$ cat src/rtl/booth_wallace_mult_12x12_if.sv
// Operand/result bundle for the 12x12 Booth/Wallace multiplier.
// The master drives operands and consumes products. The slave is the multiplier.
interface booth_wallace_mult_12x12_if;
    logic        in_valid;
    logic [11:0] x;
    logic [11:0] y;
    logic [23:0] p;
    logic        p_valid;

    modport master (
        output in_valid,
        output x,
        output y,
        input  p,
        input  p_valid
    );

    modport slave (
        input  in_valid,
        input  x,
        input  y,
        output p,
        output p_valid
    );
endinterface

$ cat src/rtl/booth_wallace_mult_12x12.sv
// Two-stage pipelined 12x12 signed multiplier.
// Radix-4 Booth recoding of y produces six 14-bit partial products of x.
// A three-level 3:2 carry-save tree reduces them, and a 24-bit ripple adder
// produces the final product. One operand pair is accepted every cycle.
module booth_wallace_mult_12x12 (
    input logic                         clk,
    input logic                         rst_n,
    booth_wallace_mult_12x12_if.slave   bus
);

    logic [11:0]       x_r;
    logic [11:0]       y_r;
    logic              v_r;
    logic [12:0]       y_ext;
    logic [13:0]       x_ext;
    logic [13:0]       x_dbl;
    logic [5:0][13:0]  pp;
    logic [5:0][23:0]  spp;
    logic [23:0]       s1, c1, s2, c2, s3, c3, s4, c4;
    logic [23:0]       sum;

    // A 3:2 layer: the carry vector is shifted up one place, and the carry out of bit 23 is dropped.
    function automatic logic [47:0] csa3(input logic [23:0] a, input logic [23:0] b,
                                         input logic [23:0] c);
        logic [23:0] s;
        logic [23:0] maj;
        s   = a ^ b ^ c;
        maj = (a & b) | (a & c) | (b & c);
        return {maj[22:0], 1'b0, s};
    endfunction

    // Stage 1: operands are captured every cycle, whether or not in_valid is set.
    always_ff @(posedge clk or negedge rst_n) begin
        if (!rst_n) begin
            x_r <= '0;
            y_r <= '0;
            v_r <= 1'b0;
        end else begin
            x_r <= bus.x;
            y_r <= bus.y;
            v_r <= bus.in_valid;
        end
    end

    // The implicit y[-1] = 0 sits at bit 0 of y_ext.
    assign y_ext = {y_r, 1'b0};
    assign x_ext = {{2{x_r[11]}}, x_r};
    assign x_dbl = {x_ext[12:0], 1'b0};

    // Booth recode each bit triple into a partial product. Negation uses invert+1 over the full 14 bits.
    always_comb begin
        pp  = '0;
        spp = '0;
        for (int i = 0; i < 6; i++) begin
            case (y_ext[2*i +: 3])
                3'b001, 3'b010: pp[i] = x_ext;
                3'b011:         pp[i] = x_dbl;
                3'b100:         pp[i] = ~x_dbl + 14'd1;
                3'b101, 3'b110: pp[i] = ~x_ext + 14'd1;
                default:        pp[i] = '0;
            endcase
            spp[i] = {{10{pp[i][13]}}, pp[i]} << (2 * i);
        end
    end

    // Carry-save reduction tree: 6 -> 4 -> 3 -> 2 rows.
    always_comb begin
        {c1, s1} = csa3(spp[0], spp[1], spp[2]);
        {c2, s2} = csa3(spp[3], spp[4], spp[5]);
        {c3, s3} = csa3(s1, c1, s2);
        {c4, s4} = csa3(c2, s3, c3);
    end

    // Final carry-propagate ripple adder. The result wraps modulo 2^24, which is still exact.
    always_comb begin
        logic carry;
        carry = 1'b0;
        sum   = '0;
        for (int i = 0; i < 24; i++) begin
            sum[i] = s4[i] ^ c4[i] ^ carry;
            carry  = (s4[i] & c4[i]) | (s4[i] & carry) | (c4[i] & carry);
        end
    end

    // Stage 2: the product follows the stage-1 operands every cycle, and p_valid marks the new ones.
    always_ff @(posedge clk or negedge rst_n) begin
        if (!rst_n) begin
            bus.p       <= '0;
            bus.p_valid <= 1'b0;
        end else begin
            bus.p       <= sum;
            bus.p_valid <= v_r;
        end
    end

endmodule

$ cat src/flat_wrapper.sv
// flat-port wrapper written by rule: the top's interface ports become plain ports
module booth_wallace_mult_12x12_flat 
  (clk, rst_n, bus_in_valid, bus_x, bus_y, bus_p, bus_p_valid);
  booth_wallace_mult_12x12_if bus_i ();
  input logic clk;
  input logic rst_n;
  input wire logic [$bits(bus_i.in_valid)-1:0] bus_in_valid;
  input wire logic [$bits(bus_i.x)-1:0] bus_x;
  input wire logic [$bits(bus_i.y)-1:0] bus_y;
  output wire logic [$bits(bus_i.p)-1:0] bus_p;
  output wire logic [$bits(bus_i.p_valid)-1:0] bus_p_valid;
  assign bus_i.in_valid = bus_in_valid;
  assign bus_i.x = bus_x;
  assign bus_i.y = bus_y;
  assign bus_p = bus_i.p;
  assign bus_p_valid = bus_i.p_valid;
  booth_wallace_mult_12x12 u_core (.clk(clk), .rst_n(rst_n), .bus(bus_i));
endmodule
$ cat config.mk
export PLATFORM = sky130hd
export DESIGN_NAME = booth_wallace_mult_12x12_flat
export DESIGN_NICKNAME = d
export VERILOG_FILES = /design/src/rtl/booth_wallace_mult_12x12_if.sv /design/src/rtl/booth_wallace_mult_12x12.sv /design/src/flat_wrapper.sv
export SDC_FILE = /design/constraint.sdc
export NUM_CORES = 1
export LEC_CHECK = 0
export CORE_MARGIN = 2
export CORE_UTILIZATION = 60
export CTS_CLUSTER_DIAMETER = 120
export DETAILED_ROUTE_END_ITERATION = 6
export PLACE_DENSITY = 0.78
export SLEW_MARGIN = 20
export SYNTH_ARGS = -nofsm -noshare
export SYNTH_HDL_FRONTEND = slang
export SYNTH_SLANG_ARGS = --single-unit
$ cat constraint.sdc
create_clock -name clk -period 13.45 [get_ports clk]
set_clock_uncertainty 0.15 [all_clocks]
set_input_delay 1.345 -clock clk [delete_from_list [all_inputs] [get_ports clk]]
set_output_delay 1.345 -clock clk [all_outputs]
set_load 0.03 [all_outputs]
; Yosys cells after proc, flatten, opt, wreduce, memory -nomap -nowiden
; Cells that the tools add are included.
[totals]
regBits = 50
output_inout_bits = 25
elab_cells = 237
[classes]
add_sub_neg = 2
n_eq_ne = 33
mux = 6
n_bitwise = 181
n_reduce_logical = 10
[op_table]
columns = op, count
row1 = $pmux W14 S4, 5
row2 = $and A23 B23 Y23, 12
row3 = $xor A24 B24 Y24, 8
row4 = $or A23 B23 Y23, 8
row5 = $and A1 B1 Y1, 64
row6 = $eq A3 B3 Y1 const B, 15
row7 = $xor A1 B1 Y1, 45
row8 = $or A1 B1 Y1, 42
row9 = $pmux W14 S3, 1
row10 = $eq A3 B2 Y1 const B, 10
row11 = $add A14 B1 Y14 const B, 2
row12 = $not A14 Y14, 2
row13 = $reduce_or A2 Y1, 10
row14 = $eq A3 B1 Y1 const B, 5
row15 = $eq A2 B2 Y1 const B, 2
row16 = $eq A2 B1 Y1 const B, 1

; Logic depth before layout (Yosys ltp)
; Gate-level depths: netlist (run 1).
[logic_depth]
ltp_word = 77
depth_mapped = 38
mapped_depth_nobuf = 35

; Worst setup path before layout (run 1)
; OpenSTA, ideal clock, no wires.
[synth_timing]
path_kind = reg-to-reg
startpoint = register u_core.x_r[0]
endpoint = register u_core.bus.p[23]
arrival_time_ns = 9.449
required_ns = 13.172
path_slack_ns = 3.722
stages_incl_launch_ff = 38
n_path_buf = 3
path_cell_list = dfrtp_1 clkbuf_1 inv_1 ha_1 or3b_1 clkbuf_1 clkbuf_1 nand2_1 xnor2_1 a211oi_1 fa_1 fa_1 inv_1 ha_1 inv_1 fa_1 fa_1 fa_1 [... 2 more ...] fa_1 fa_1 fa_1 inv_1 fa_1 fa_1 fa_1 fa_1 fa_1 fa_1 fa_1 inv_1 fa_1 fa_1 fa_1 xnor2_1 xnor2_1 xnor2_1
[synth_between]
elab_chain_cells = 75
elab_cells_between_ends = 146
cone_classes = 2 x add/sub / 6 x mux / 138 x bitwise
[synth_lines]
columns = item, line_no
row1 = from (decl), booth_wallace_mult_12x12.sv:11  ; logic [11:0] x_r;
row2 = from (signal assigned), booth_wallace_mult_12x12.sv:39  ; x_r <= bus.x;
row3 = $not A14 Y14, booth_wallace_mult_12x12.sv:59  ; 3'b101, 3'b110: pp[i] = ~x_ext + 14'd1;
row4 = $add A14 B1 Y14, booth_wallace_mult_12x12.sv:59
row5 = $pmux W14 S3, booth_wallace_mult_12x12.sv:55  ; case (y_ext[2*i +: 3])
row6 = $and A23 B23 Y23 / $xor A24 B24 Y24 (equally long branches), "booth_wallace_mult_12x12.sv:28, booth_wallace_mult_12x12.sv:27"
row7 = $or A23 B23 Y23 / $xor A24 B24 Y24 (equally long branches), "booth_wallace_mult_12x12.sv:28, booth_wallace_mult_12x12.sv:27"
row8 = $or A23 B23 Y23 (tied with other cells), booth_wallace_mult_12x12.sv:28  ; maj = (a & b) | (a & c) | (b & c);
row9 = $xor A24 B24 Y24 / $or A23 B23 Y23 (equally long branches), "booth_wallace_mult_12x12.sv:27, booth_wallace_mult_12x12.sv:28"
row10 = $xor A24 B24 Y24 (tied with other cells), booth_wallace_mult_12x12.sv:27  ; s = a ^ b ^ c;
row11 = [... 57 more ...], -
row12 = $and A1 B1 Y1, booth_wallace_mult_12x12.sv:81  ; carry = (s4[i] & c4[i]) | (s4[i] & carry) | (c4[i] & carry);
row13 = $or A1 B1 Y1 (2 in a row), booth_wallace_mult_12x12.sv:81
row14 = $and A1 B1 Y1, booth_wallace_mult_12x12.sv:81
row15 = $or A1 B1 Y1 (2 in a row), booth_wallace_mult_12x12.sv:81
row16 = $and A1 B1 Y1, booth_wallace_mult_12x12.sv:81
row17 = $or A1 B1 Y1 (2 in a row), booth_wallace_mult_12x12.sv:81
row18 = $xor A1 B1 Y1 (*), booth_wallace_mult_12x12.sv:80  ; sum[i] = s4[i] ^ c4[i] ^ carry;
row19 = via u_core.sum[23], booth_wallace_mult_12x12.sv:20  ; logic [23:0] sum;
row20 = to (signal assigned), booth_wallace_mult_12x12.sv:91  ; bus.p <= sum;
row21 = to (decl), booth_wallace_mult_12x12_if.sv:22  ; output p,
; The timed path passes the listed nets; every way through them passes the cells marked *.

; Final worst setup path (run 1)
; Ends and elaborated chain as after synthesis.

==> results of run 1 <==
[flip-flops by register name, summed over array words and instances, names as in the netlist]
name	count
u_core.y_r	12
u_core.bus.p	24
u_core.v_r	1
u_core.x_r	12
u_core.bus.p_valid	1
[logic make-up after synthesis]
| kind of cell | Yosys count | share of synthesized area (%) |
|---|---|---|
| AOI/OAI and AO/OA | 210 | 23.34 |
| buffers and inverters | 153 | 9.331 |
| and+or+nand+nor | 152 | 11.17 |
| adders and majority gates | 91 | 26.83 |
| DFF | 50 | 19.73 |
| xor gates and xnor gates | 43 | 6.234 |
| muxes | 21 | 3.373 |
[final cells by class]
type | count | area [µm²]
repair buffers | 61 | 580.6
well taps | 136 | 170.2
flip-flops and latches | 50 | 1251
clock inverters | 2 | 38.79
clock buffers | 5 | 68.82
fillers | 861 | 3338
inverters | 88 | 330.3
multi-input cells | 517 | 4499
[cell usage in the layout, fill, tap and decap left out, drive strengths merged, types with 5 or more instances in the layout]
| master | count |
|---|---|
| ha | 16 |
| nand2 | 52 |
| nand2b | 5 |
| o22a | 6 |
| o221a | 5 |
| clkbuf | 5 |
| o21a | 5 |
| or2 | 8 |
| a21oi | 34 |
| o22ai | 23 |
| a221oi | 15 |
| dfrtp | 50 |
| and2 | 7 |
| clkdlybuf4s50 | 50 |
| a22oi | 12 |
| buf | 11 |
| xnor2 | 29 |
| mux2i | 18 |
| inv | 86 |
| fa | 75 |
| a221o | 14 |
| xor2 | 14 |
| nor3 | 5 |
| nor2b | 6 |
| o21ai | 52 |
| o221ai | 10 |
| nor2 | 53 |
[metal layers]
metal | GRT usage (%) | up-vias
li1 | - | 2471
met3 | 7.781 | 103
met2 | 59.14 | 459
met1 | 47.58 | 2754
met4 | 15.86 | 0
met5 | 0 | -
[power groups by stage]
stage | Sequential (W) | Clock, W | Combinational, W
6_report | 0.000228 | 0.000112 | 0.000726
5_1_grt | 0.000232 | 0.000120 | 0.000841
4_1_cts | 0.000227 | 0.000114 | 0.000745
3_5_place_dp | 0.000231 | 0 | 0.000745
3_3_place_gp | 0.000229 | 0 | 0.000688
2_1_floorplan | 0.000284 | 0 | 0.000458
[stage by stage]
step / setup slack, ns / util [%] / cells
6_report: 2.869 / 67.52 / 859
5_1_grt: 2.324 / 67.52 / 859
4_1_cts: 2.896 / 67.52 / 859
3_5_place_dp: 2.924 / 66.47 / 852
3_3_place_gp: 3.337 / 66.47 / 852
2_1_floorplan: 3.722 / - / 720
[worst register-to-register path: cells and delay by family (launching register included)]
kind | cells | cell delay (ns)
AO/OA/AOI/OAI | 1 | 0.29
flip-flops | 1 | 0.57
multiplexers | 1 | 0.16
adder cells (fa/ha/maj) | 22 | 7.16
AND/OR/NAND/NOR | 1 | 0.64
XOR/XNOR | 4 | 0.94
buffers and inverters | 6 | 0.57
[final timing paths]
path,slack [ns],cells past startpoint,to,from
worst min-delay path,0.21,0,u_core.bus.p_valid,u_core.v_r
max in group asynchronous,11.75,2,u_core.y_r[8],rst_n
worst min register to register,0.21,0,u_core.bus.p_valid,u_core.v_r
worst max register to register,2.87,35,u_core.bus.p[23],u_core.x_r[0]
worst max-delay path,2.87,35,u_core.bus.p[23],u_core.x_r[0]
min in group asynchronous,0.97,2,u_core.bus.p[4],rst_n
==> flow_metrics.tcl, run 1 <==
set metrics [dict create \
    status "finished with violations" \
    violations "DRC" \
    antenna_found_initial 0 \
    met1_length_um 6984 \
    coreArea_mm2 0.01028 \
    comb_power_share_pct 68.1 \
    dieArea_mm2 0.01141 \
    cts_root_buf "clkbuf_8" \
    synthTopCellsByArea "fa_1 24%, dfrtp_1 20%, inv_1 5.1%, o21ai_0 3.9%, xnor2_1 3.9%" \
    cp.required_ns 13.50 \
    async_flop_share_pct 100.0 \
    synth_edf_count 0 \
    postCtsSetupBuffers 0 \
    netlist_area_mm2 0.006342 \
    die_w_um 106.8 \
    start_kind "flop" \
    yosysWarnings 0 \
    cts_tree "yes" \
    p_leak_nw 2.938 \
    htree_levels 2 \
    clockBufferDepth 2 \
    dr.pass1.iters 7 \
    highest_layer "met4" \
    synth_top_area_share_pct 23.67 \
    period_share_pct 78.67 \
    wl_met3_um 2427 \
    p_sw_w 0.0004945 \
    ys_top_cells_by_count "86 x inv_1, 75 x fa_1, 52 x clkbuf_1, 52 x nand2_1, 52 x nor2_1" \
    wl_per_cell_um 22.91 \
    clk_latency_ns 0.32 \
    cp-end-kind "flop" \
    synth-seq-cells 50 \
    drv_cap 0 \
    tns_ns 0 \
    grt_max_degree 51 \
    cts-resized-gates 0 \
    critical_path.top_delay_family "adder cells" \
    drc_errors 18 \
    die_h_um 106.8 \
    rsz0062_at_grt "no" \
    drt_iter0_markers 917 \
    overflow 0 \
    synth_ff_type "dfrtp_1" \
    drive_gt1_share_pct 5.947 \
    seq_power_share_pct 21.4 \
    fin_area_mm2 0.006939 \
    slew_viol_final 0 \
    cts_num_sinks 50 \
    grt_usage_pct 36.54 \
    power_w 0.001066 \
    clk_pin_slew_ns 0.10 \
    dr_total_vias 5787 \
    critical_path_peak_fanout 14 \
    grt_pass1_wl_um 31590 \
    p_int_w 0.0005717 \
    setup_viol 0 \
    slew_headroom_pct 29.57 \
    fin_crit_ns 10.58 \
    syn_nets 838 \
    port_buffers 51 \
    cpMaxStageDelayCell "or3b_1" \
    hold_viol 0 \
    cpMostUsedCell "fa_1" \
    p_per_area_mw_per_mm2 153.7 \
    syn_avg_cell_area_um2 8.809 \
    worst_pin_slew_ns 1.053 \
    ant_nets 0 \
    wl_um 19680 \
    vdd_drop_max_uv 231.4 \
    grt_pass1_vias 5702 \
    slowest_delay_ns 0.64 \
    netlist_instances 720 \
    postCtsHoldBufs 0 \
    antennaDiodeCount 0 \
    min_path_type "flop to flop" \
    cts_made_buffers 5 \
    place.gp.congestion 1.049 \
    arrival_ns 10.63 \
    clkPwrFrac_pct 10.5 \
    fmax_mhz 94.51 \
    synth_most_common_cell "inv_1" \
    path_class "flop to flop" \
    synth_area_leader_cell "fa_1" \
    final_net_count 841 \
    timing.hold.ws_ns 0.2065 \
    post_drt_via_cell_ratio 6.737 \
    wl_met2_um 9204 \
    yosysUniqueCellTypes 64 \
    rows 37 \
    ios 52 \
    path_buf_inv 6 \
    initial_core_util_pct 61.71 \
    area_growth_pct 9.410 \
    dpl_cell_area_mm2 0.006832 \
    hpwl_um 14690 \
    ys_seq_area_share_pct 19.73 \
    switching_share_pct 46.38 \
]
(Power assumes the default switching activity.)
==> run 2, diff against run 1 <==
==> constraint.sdc (replaced) <==
create_clock -name clk -period 9.85 [get_ports clk]
set_clock_uncertainty 0.15 [all_clocks]
set_input_delay 0.985 -clock clk [delete_from_list [all_inputs] [get_ports clk]]
set_output_delay 0.985 -clock clk [all_outputs]
set_load 0.03 [all_outputs]
==> run 2 against run 1 <==
Against the previous run:
- the run now ends clean
- clock power rose by 50%
- critical path depth shrank 1
- non-clock buffer count grew 32
- routed wire length grew 5.5%
- largest cell class unchanged
==> flow_metrics.tcl, run 2 (synthesis gave the netlist of run 1 again) <==
set metrics [dict create \
    status "completed" \
    min_from "u_core.v_r" \
    grt_pass1_vias 5993 \
    area_growth_pct 14.66 \
    dr_total_vias 6006 \
    wl_um 20760 \
    biggestRegsByFlops "u_core.bus.p: 24 flops, u_core.x_r: 12 flops, u_core.y_r: 12 flops" \
    dr.pass1.iters 7 \
    rsz0062_at_grt "no" \
    fin_ws_ns 0.4626 \
    rows 37 \
    start_kind "flop" \
    cts_tree "yes" \
    clk_latency_ns 0.33 \
    p_leak_nw 3.108 \
    r2r_end "u_core.bus.p[23]" \
    arrival_ns 9.45 \
    place.gp.congestion 1.114 \
    cts_root_buf "clkbuf_8" \
    worst_pin_slew_ns 0.9333 \
    clk_pin_slew_ns 0.12 \
    largest_reg_flops 24 \
    post_drt_via_cell_ratio 6.733 \
    dp_slack_ns -0.007632 \
    dieArea_mm2 0.01141 \
    cp.required_ns 9.91 \
    period_share_pct 95.30 \
    path_class "flop to flop" \
    ios 52 \
    reg2reg_from "u_core.x_r[1]" \
    coreArea_mm2 0.01028 \
    cts_num_sinks 50 \
    power_w 0.001523 \
    postCtsHoldBufs 0 \
    ant_nets 0 \
    drt_iter0_markers 1031 \
    die_w_um 106.8 \
    critical_path.top_delay_family "adder cells" \
    fin_crit_ns 9.387 \
    drv_cap 0 \
    cts_made_buffers 5 \
    cpMostUsedCell "fa_1" \
    antenna_found_initial 0 \
    fmax_mhz 106.5 \
    antennaDiodeCount 0 \
    clockBufferDepth 2 \
    initial_core_util_pct 61.71 \
    drive_gt1_share_pct 12.17 \
    hpwl_um 15730 \
    critical_path_peak_fanout 13 \
    wl_per_cell_um 23.27 \
    worstHoldEndpoint "u_core.bus.p_valid" \
    port_buffers 51 \
    setup_viol 0 \
    cpMaxStageDelayCell "or4_4" \
    r2r.worst_path.cells 34 \
    mostFrequentLayoutCell "inv_1" \
    slew_viol_final 0 \
    cp-end-kind "flop" \
    overflow 0 \
    highest_layer "met4" \
    worstHoldPathCells 0 \
    largest_register "u_core.bus.p" \
    slew_headroom_pct 37.33 \
    final_cell_mix "85 x inv_1, 70 x fa_1, 52 x nand2_1" \
    hold_viol 0 \
    htree_levels 2 \
    wl_met2_um 9306 \
    met1_length_um 7426 \
    drc_errors 0 \
    final_net_count 873 \
    grt_pass1_wl_um 32870 \
    die_h_um 106.8 \
    grt_max_degree 51 \
    vdd_drop_max_uv 284.0 \
    final_util_pct 70.76 \
    slowest_delay_ns 0.57 \
    wl_met3_um 2657 \
    min_path_type "flop to flop" \
    grt_usage_pct 38.30 \
    path_buf_inv 6 \
    r2r_setup_slack_ns 0.46 \
    p_per_area_mw_per_mm2 209.5 \
]
## run 2: changes by cell type in the layout (fill, tap and decap cells not counted), sizes merged
cell / delta
buf: +32
clkbuf: +1
clkinv: -1
inv: +1
## run 2: where the power goes
| part | internal, W | switching (W) |
|---|---|---|
| Sequential | 0.000275 | 0.0000298 |
| Clock | 0.0000838 | 0.0000838 |
| Combinational | 0.000456 | 0.000595 |
| Total | 0.000815 | 0.000708 |
## run 2: what timing repair did
action / in CTS / in global routing
pin swaps: 0 / 1
resized for setup: 2 / 17
setup buffers: 0 / 1
setup endpoints to repair: 1 / 3
## run 2: metrics by stage
stage | TNS [ns] | cell area (µm²) | std cells | hold slack [ns]
after floorplan | 0 | 6342 | 720 | 0.1812
after global placement | 0 | 7064 | 883 | 0.1839
after detailed placement | -0.007632 | 7064 | 883 | 0.1871
after CTS | 0 | 7191 | 891 | 0.2105
after global routing | 0 | 7272 | 892 | 0.2142
final | 0 | 7272 | 892 | 0.2065
## run 2: area by class of cell
class / count / area (µm²)
clock buffer: 6 / 82.58
multi-input combinational: 517 / 4564
clock inverter: 2 / 38.79
timing repair buffer: 93 / 833.3
inverter: 88 / 330.3
sequential: 50 / 1252
tap: 136 / 170.2
fill: 799 / 3005
## run 2: how the worst max path moves through the flow
stage | start | cells past startpoint | endpoint | slack (ns)
floorplan | u_core.x_r[0] | 37 | u_core.bus.p[23] | 0.12
global placement | u_core.x_r[0] | 35 | u_core.bus.p[23] | 0.35
detailed placement | u_core.x_r[0] | 35 | u_core.bus.p[23] | -0.008
CTS | u_core.x_r[1] | 34 | u_core.bus.p[23] | 0.03
global route | u_core.x_r[0] | 35 | u_core.bus.p[23] | 0.03
finish | u_core.x_r[1] | 34 | u_core.bus.p[23] | 0.46
## run 2: metal layers
layer | up-vias | global-route usage (%)
met5 | - | 0
met4 | 0 | 18.37
met3 | 140 | 7.964
met2 | 526 | 61.06
met1 | 2806 | 50.10
li1 | 2534 | -
==> run 3, diff against run 2 <==
--- a/config.mk
+++ b/config.mk
@@ -7,7 +7,7 @@
 export LEC_CHECK = 0
 export CORE_MARGIN = 2
 export CORE_UTILIZATION = 60
-export CTS_CLUSTER_DIAMETER = 120
+export CTS_CLUSTER_DIAMETER = 40
 export DETAILED_ROUTE_END_ITERATION = 6
 export PLACE_DENSITY = 0.78
 export SLEW_MARGIN = 20
==> results of run 3 <==
Final layout, timing and power as in run 2 (identical DEF).
==> RTL edit 1 (settings of run 3) <==
`y_r` no longer has a reset.
--- a/src/rtl/booth_wallace_mult_12x12.sv
+++ b/src/rtl/booth_wallace_mult_12x12.sv
@@ -33,13 +33,15 @@
     always_ff @(posedge clk or negedge rst_n) begin
         if (!rst_n) begin
             x_r <= '0;
-            y_r <= '0;
             v_r <= 1'b0;
         end else begin
             x_r <= bus.x;
-            y_r <= bus.y;
             v_r <= bus.in_valid;
         end
+    end
+
+    always_ff @(posedge clk) begin
+        y_r <= bus.y;
     end
 
     // The implicit y[-1] = 0 sits at bit 0 of y_ext.
Function: not settled (the Yosys comparison gave no result); the edit may change what the design does.
==> RTL edit 1 against run 3 <==
The run now ends with DRC left. Non-clock buffer count grew 8. Sequential cell count did not move. Area after synthesis barely moved. Routed wire length increased by 9.1%. Final area is essentially flat. Total power hardly changed. Setup slack worse by 100 ps. Global-route usage up 3.3 points. Via count is 6.3% higher. Largest cell class unchanged. Highest routed layer unchanged.
==> RTL edit 1: results (changes against run 3) <==
Status: finished, violations left (was complete, no violations)
Failing checks: DRC
Biggest regs: u_core.bus.p (24), u_core.x_r (12), u_core.y_r (12) (unchanged)
CP Data Arrival Time: 9610 ps (was 9450 ps)
Fraction of area in registers: 16.4% (was 17.2%)
Clock Tree Buf Depth: 2 (unchanged)
Max IR drop VDD: 0.318 mV (was 0.284 mV)
Synth area leaders: fa_1, dfrtp_1, inv_1 (unchanged)
Final Total Pwr: 1.52 mW (about the same)
Layout cells sized above 1: 11.0% (was 12.2%)
Final weighted congestion in routability-driven placement: 1.06 (was 1.11)
Clkbuf count: 5 (was 6)
Multi-Input Combinational: 543 (was 517)
Filler cell count: 826 (was 799)
Wire per inst: 24.4 µm (was 23.3 µm)
DRC: 22 (was 0)
Total GRT Usage: 41.6% (was 38.3%)
Multi-input combinational cell area: 0.00459 mm² (was 0.00456 mm²)
Clk Latency, worst-skew pair: 350 ps (was 330 ps)
Sw Pwr: 0.736 mW (was 0.708 mW)
Pleak: 3.08 nW (was 3.11 nW)
Buffers excl. clock: 101 (was 93)
Crit-path max cell delay: 490 ps (was 570 ps)
Worst path slowest cell: fa_1 (was or4_4)
Clock-cell share: 1.34% (was 1.67%)
Reg2reg setup slack: 360 ps (was 460 ps)
Seq/Total Area, Yosys: 18.8% (was 19.7%)
First-pass GRT wire length: 35400 µm (was 32900 µm)
N_diodes: 0 (unchanged)
CP Max Fanout: 6 (was 13)
NonClk Buf Share: 12.1% (was 11.5%)
Synth top cells by count: inv_1, fa_1, nand2_1, nor2_1, o21ai_0 (was inv_1, fa_1, clkbuf_1, nand2_1, nor2_1)
Drt initial violations: 928 (was 1031)
Cell total after placement: 919 (was 883)
HPWL after DPL: 17100 µm (was 15700 µm)
Pwr/cell area: 209 mW/mm² (was 210 mW/mm²)
Clock group: 0.147 mW (was 0.168 mW)
Setup bufs post-CTS: 0 (unchanged)
Root Driver: clkbuf_8 (unchanged)
Pre-CTS WS: -23.6 ps (was -7.63 ps)
FF-to-FF Start: u_core.x_r[0]$_DFF_PN0_ (was u_core.x_r[1]$_DFF_PN0_)
Pin count of the biggest net entering global routing: 39 (was 51)
Nets@finish: 909 (was 873)
DP Area: 0.00714 mm² (was 0.00706 mm²)
Inverter count: 90 (was 88)
Normalized max-slew margin: 36.5% (was 37.3%)
Synth Area per Inst: 8.52 µm² (was 8.81 µm²)
Finished Layout Cells: 928 (was 892)
Via count: 6387 (was 6006)
FFs w/ async S/R, synth: 76.0% (was 100%)
Final period util: 96.3% (was 95.3%)
Post-synth cell types: 63 (was 64)
Clock transition at path regs: 130 ps
Synthesized Nets: 863 (was 838)
Hold Slack: 211 ps (was 206 ps)
Hold/Removal Path Class: flop to flop (unchanged)
Combinational Power Share: 70.3% (was 69.0%)
RTL edit 1: cell count changes after synthesis, moves of 9 or more:
cell,run 3,this run
a221oi_1,14,28
a31oi_1,0,10
dfrtp_1,50,38
dfxtp_1,0,12
nand2_1,52,71
o21ai_1,2,11
RTL edit 1: per-layer routing:
metal / global-route usage (%) / part of all wire, % / vias to the layer above
met5: 0 / 0 / -
met4: 23.4 / 7.6 / 0
met3: 12.6 / 14 / 157
met2: 64.1 / 44 / 576
met1: 52.3 / 34 / 3008
li1: - / - / 2646
RTL edit 1: kinds of logic (layout without fill, tap and decap cells):
family                   after synthesis  in the layout  synth area share [%]
AND/OR/NAND/NOR                      174            174                  13.1
XOR/XNOR                              53             53                  7.55
multiplexers                          11             11                  1.76
buffers and inverters                152            199                  9.29
AO/OA/AOI/OAI                        214            214                  22.7
flip-flops                            50             50                  18.8
adder cells (fa/ha/maj)               91             91                  26.8
==> RTL edit 2 (settings of run 3) <==
Made on the original files. Reset style: synchronous (`rst_n`), changed in 2 clocked blocks.
--- a/src/rtl/booth_wallace_mult_12x12.sv
+++ b/src/rtl/booth_wallace_mult_12x12.sv
@@ -30,7 +30,7 @@
     endfunction
 
     // Stage 1: operands are captured every cycle, whether or not in_valid is set.
-    always_ff @(posedge clk or negedge rst_n) begin
+    always_ff @(posedge clk) begin
         if (!rst_n) begin
             x_r <= '0;
             y_r <= '0;
@@ -83,7 +83,7 @@
     end
 
     // Stage 2: the product follows the stage-1 operands every cycle, and p_valid marks the new ones.
-    always_ff @(posedge clk or negedge rst_n) begin
+    always_ff @(posedge clk) begin
         if (!rst_n) begin
             bus.p       <= '0;
             bus.p_valid <= 1'b0;
Formal check against the unedited RTL: not equivalent (a bounded check fails within 4 cycles, from zero or initial values and one cycle with rst_n low; the reset may be asserted at any time).
==> RTL edit 2 against run 3 <==
Area after synthesis fell by 0.47%. Final area fell by 0.95%. Sequential share of layout area fell by 3.2 points. Count of clock-buffer cells in the layout fell by 1. Clock power fell by 16%. Routed wire length fell by 7.0%. Sequential cell count did not move. Total power fell by 21%. Setup slack improved by 13 ps. First-iteration DRC count fell by 34%. Combinational power fell by 25%. Non-clock buffer count rose by 2.
==> RTL edit 2: results (changes against run 3) <==
Pin count of the biggest net entering global routing: 37 (was 51)
CP Max Fanout: 10 (was 13)
Pwr/cell area: 167 mW/mm² (was 210 mW/mm²)
Pleak: 2.90 nW (was 3.11 nW)
Drt initial violations: 681 (was 1031)
FF-to-FF path depth: 35 (was 34)
H-tree depth: 2 (unchanged)
Max IR drop VDD: 0.146 mV (was 0.284 mV)
HPWL after DPL: 15100 µm (was 15700 µm)
CP Data Arrival Time: 9500 ps (was 9450 ps)
Worst-Margin Slew: 857 ps (was 933 ps)
Crit path to: u_core.bus.p[23]$_SDFF_PN0_ (was u_core.bus.p[23]$_DFF_PN0_)
Filler cell count: 854 (was 799)
Crit-path max cell delay: 520 ps (was 570 ps)
Status: complete, no violations (unchanged)
Vias in the first global route: 5888 (was 5993)
Cell total after placement: 899 (was 883)
Finished Layout Cells: 912 (was 892)
DP Area: 0.00699 mm² (was 0.00706 mm²)
Synthesized Nets: 865 (was 838)
Routed wire length: 19300 µm (was 20800 µm)
Synth top cells by count: fa_1, inv_1, clkbuf_1, dfxtp_1, nand2_1 (was inv_1, fa_1, clkbuf_1, nand2_1, nor2_1)
Worst setup path startpoint: u_core.x_r[0]$_SDFF_PN0_ (was u_core.x_r[1]$_DFF_PN0_)
Total GRT Usage: 35.4% (was 38.3%)
Nets@finish: 893 (was 873)
DRT Pass-1 Iters: 6 (was 7)
Primary FF master, synth: dfxtp_1 (was dfrtp_1)
Synth area leaders: fa_1, dfxtp_1, and2_1 (was fa_1, dfrtp_1, inv_1)
Hold/Removal Path Class: flop to flop (unchanged)
-- RTL edit 2: changes by cell type after synthesis, moves of 7 or more --
cell | run 3 | this run
a22oi_1 | 12 | 32
o21ai_0 | 50 | 31
nand2b_1 | 5 | 12
dfxtp_1 | 0 | 50
o22ai_1 | 23 | 12
a31oi_1 | 0 | 10
dfrtp_1 | 50 | 0
inv_1 | 86 | 69
and2_1 | 6 | 43
nor2b_1 | 6 | 24
nor2_1 | 52 | 37
-- RTL edit 2: repair_timing --
action	CTS	global route
resized for setup	3	19
setup endpoints to repair	1	3
buffers inserted	1	4
pin swaps	1	3
-- RTL edit 2: where the power goes --
group | total (mW) | switching [mW] | internal, mW
registers | 0.269 | 0.0247 | 0.244
clock network | 0.141 | 0.0879 | 0.0535
logic | 0.792 | 0.440 | 0.352
total | 1.20 | 0.553 | 0.649
-- RTL edit 2: final cells by class --
| type | count | share of cell area, % |
|---|---|---|
| clock inverter | 3 | 0.400 |
| sequential | 50 | 14.0 |
| clock buffer | 5 | 0.955 |
| multi-input combinational | 554 | 67.0 |
| timing repair buffer | 95 | 11.7 |
| inverter | 69 | 3.60 |
| tap | 136 | 2.36 |
-- RTL edit 2: critical path: cells and delay by family, from the launching register on --
family | cells | cell delay, ps
mux | 1 | 130
buf+inv | 5 | 360
compound gates | 2 | 370
xor+xnor | 3 | 540
simple gates | 3 | 730
fa+ha+maj | 21 | 6630
flops | 1 | 400
-- RTL edit 2: worst min path at each step --
stage                                     start                             to  slack (ps)  depth (start not counted)
after CTS                 u_core.v_r$_SDFF_PN0_  u_core.bus.p_valid$_SDFF_PN0_         320                          1
after floorplan           u_core.v_r$_SDFF_PN0_  u_core.bus.p_valid$_SDFF_PN0_         260                          1
final                     u_core.v_r$_SDFF_PN0_  u_core.bus.p_valid$_SDFF_PN0_         320                          1
after detailed placement  u_core.v_r$_SDFF_PN0_  u_core.bus.p_valid$_SDFF_PN0_         290                          1
after global placement    u_core.v_r$_SDFF_PN0_  u_core.bus.p_valid$_SDFF_PN0_         270                          1
after global routing      u_core.v_r$_SDFF_PN0_  u_core.bus.p_valid$_SDFF_PN0_         350                          1
-- RTL edit 2: cell families (layout without fill, tap and decap cells) --
kind of cell | count (synthesis) | after routing | synth area share (%)
AOI/OAI and AO/OA | 197 | 197 | 21.8
muxes | 23 | 23 | 3.69
xor gates and xnor gates | 39 | 39 | 5.53
DFF | 50 | 50 | 15.9
adders and majority gates | 91 | 91 | 27.0
buffers and inverters | 143 | 172 | 8.80
and+or+nand+nor | 204 | 204 | 17.4
-- RTL edit 2: routing by layer --
metal  vias up  global-route usage, %  routed length, µm
met1      2849                   46.6               7380
met3        63                   5.90               2090
li1       2611                      -                  -
met4         0                   10.7                610
met5         -                      0                  0
met2       397                   60.1               9230
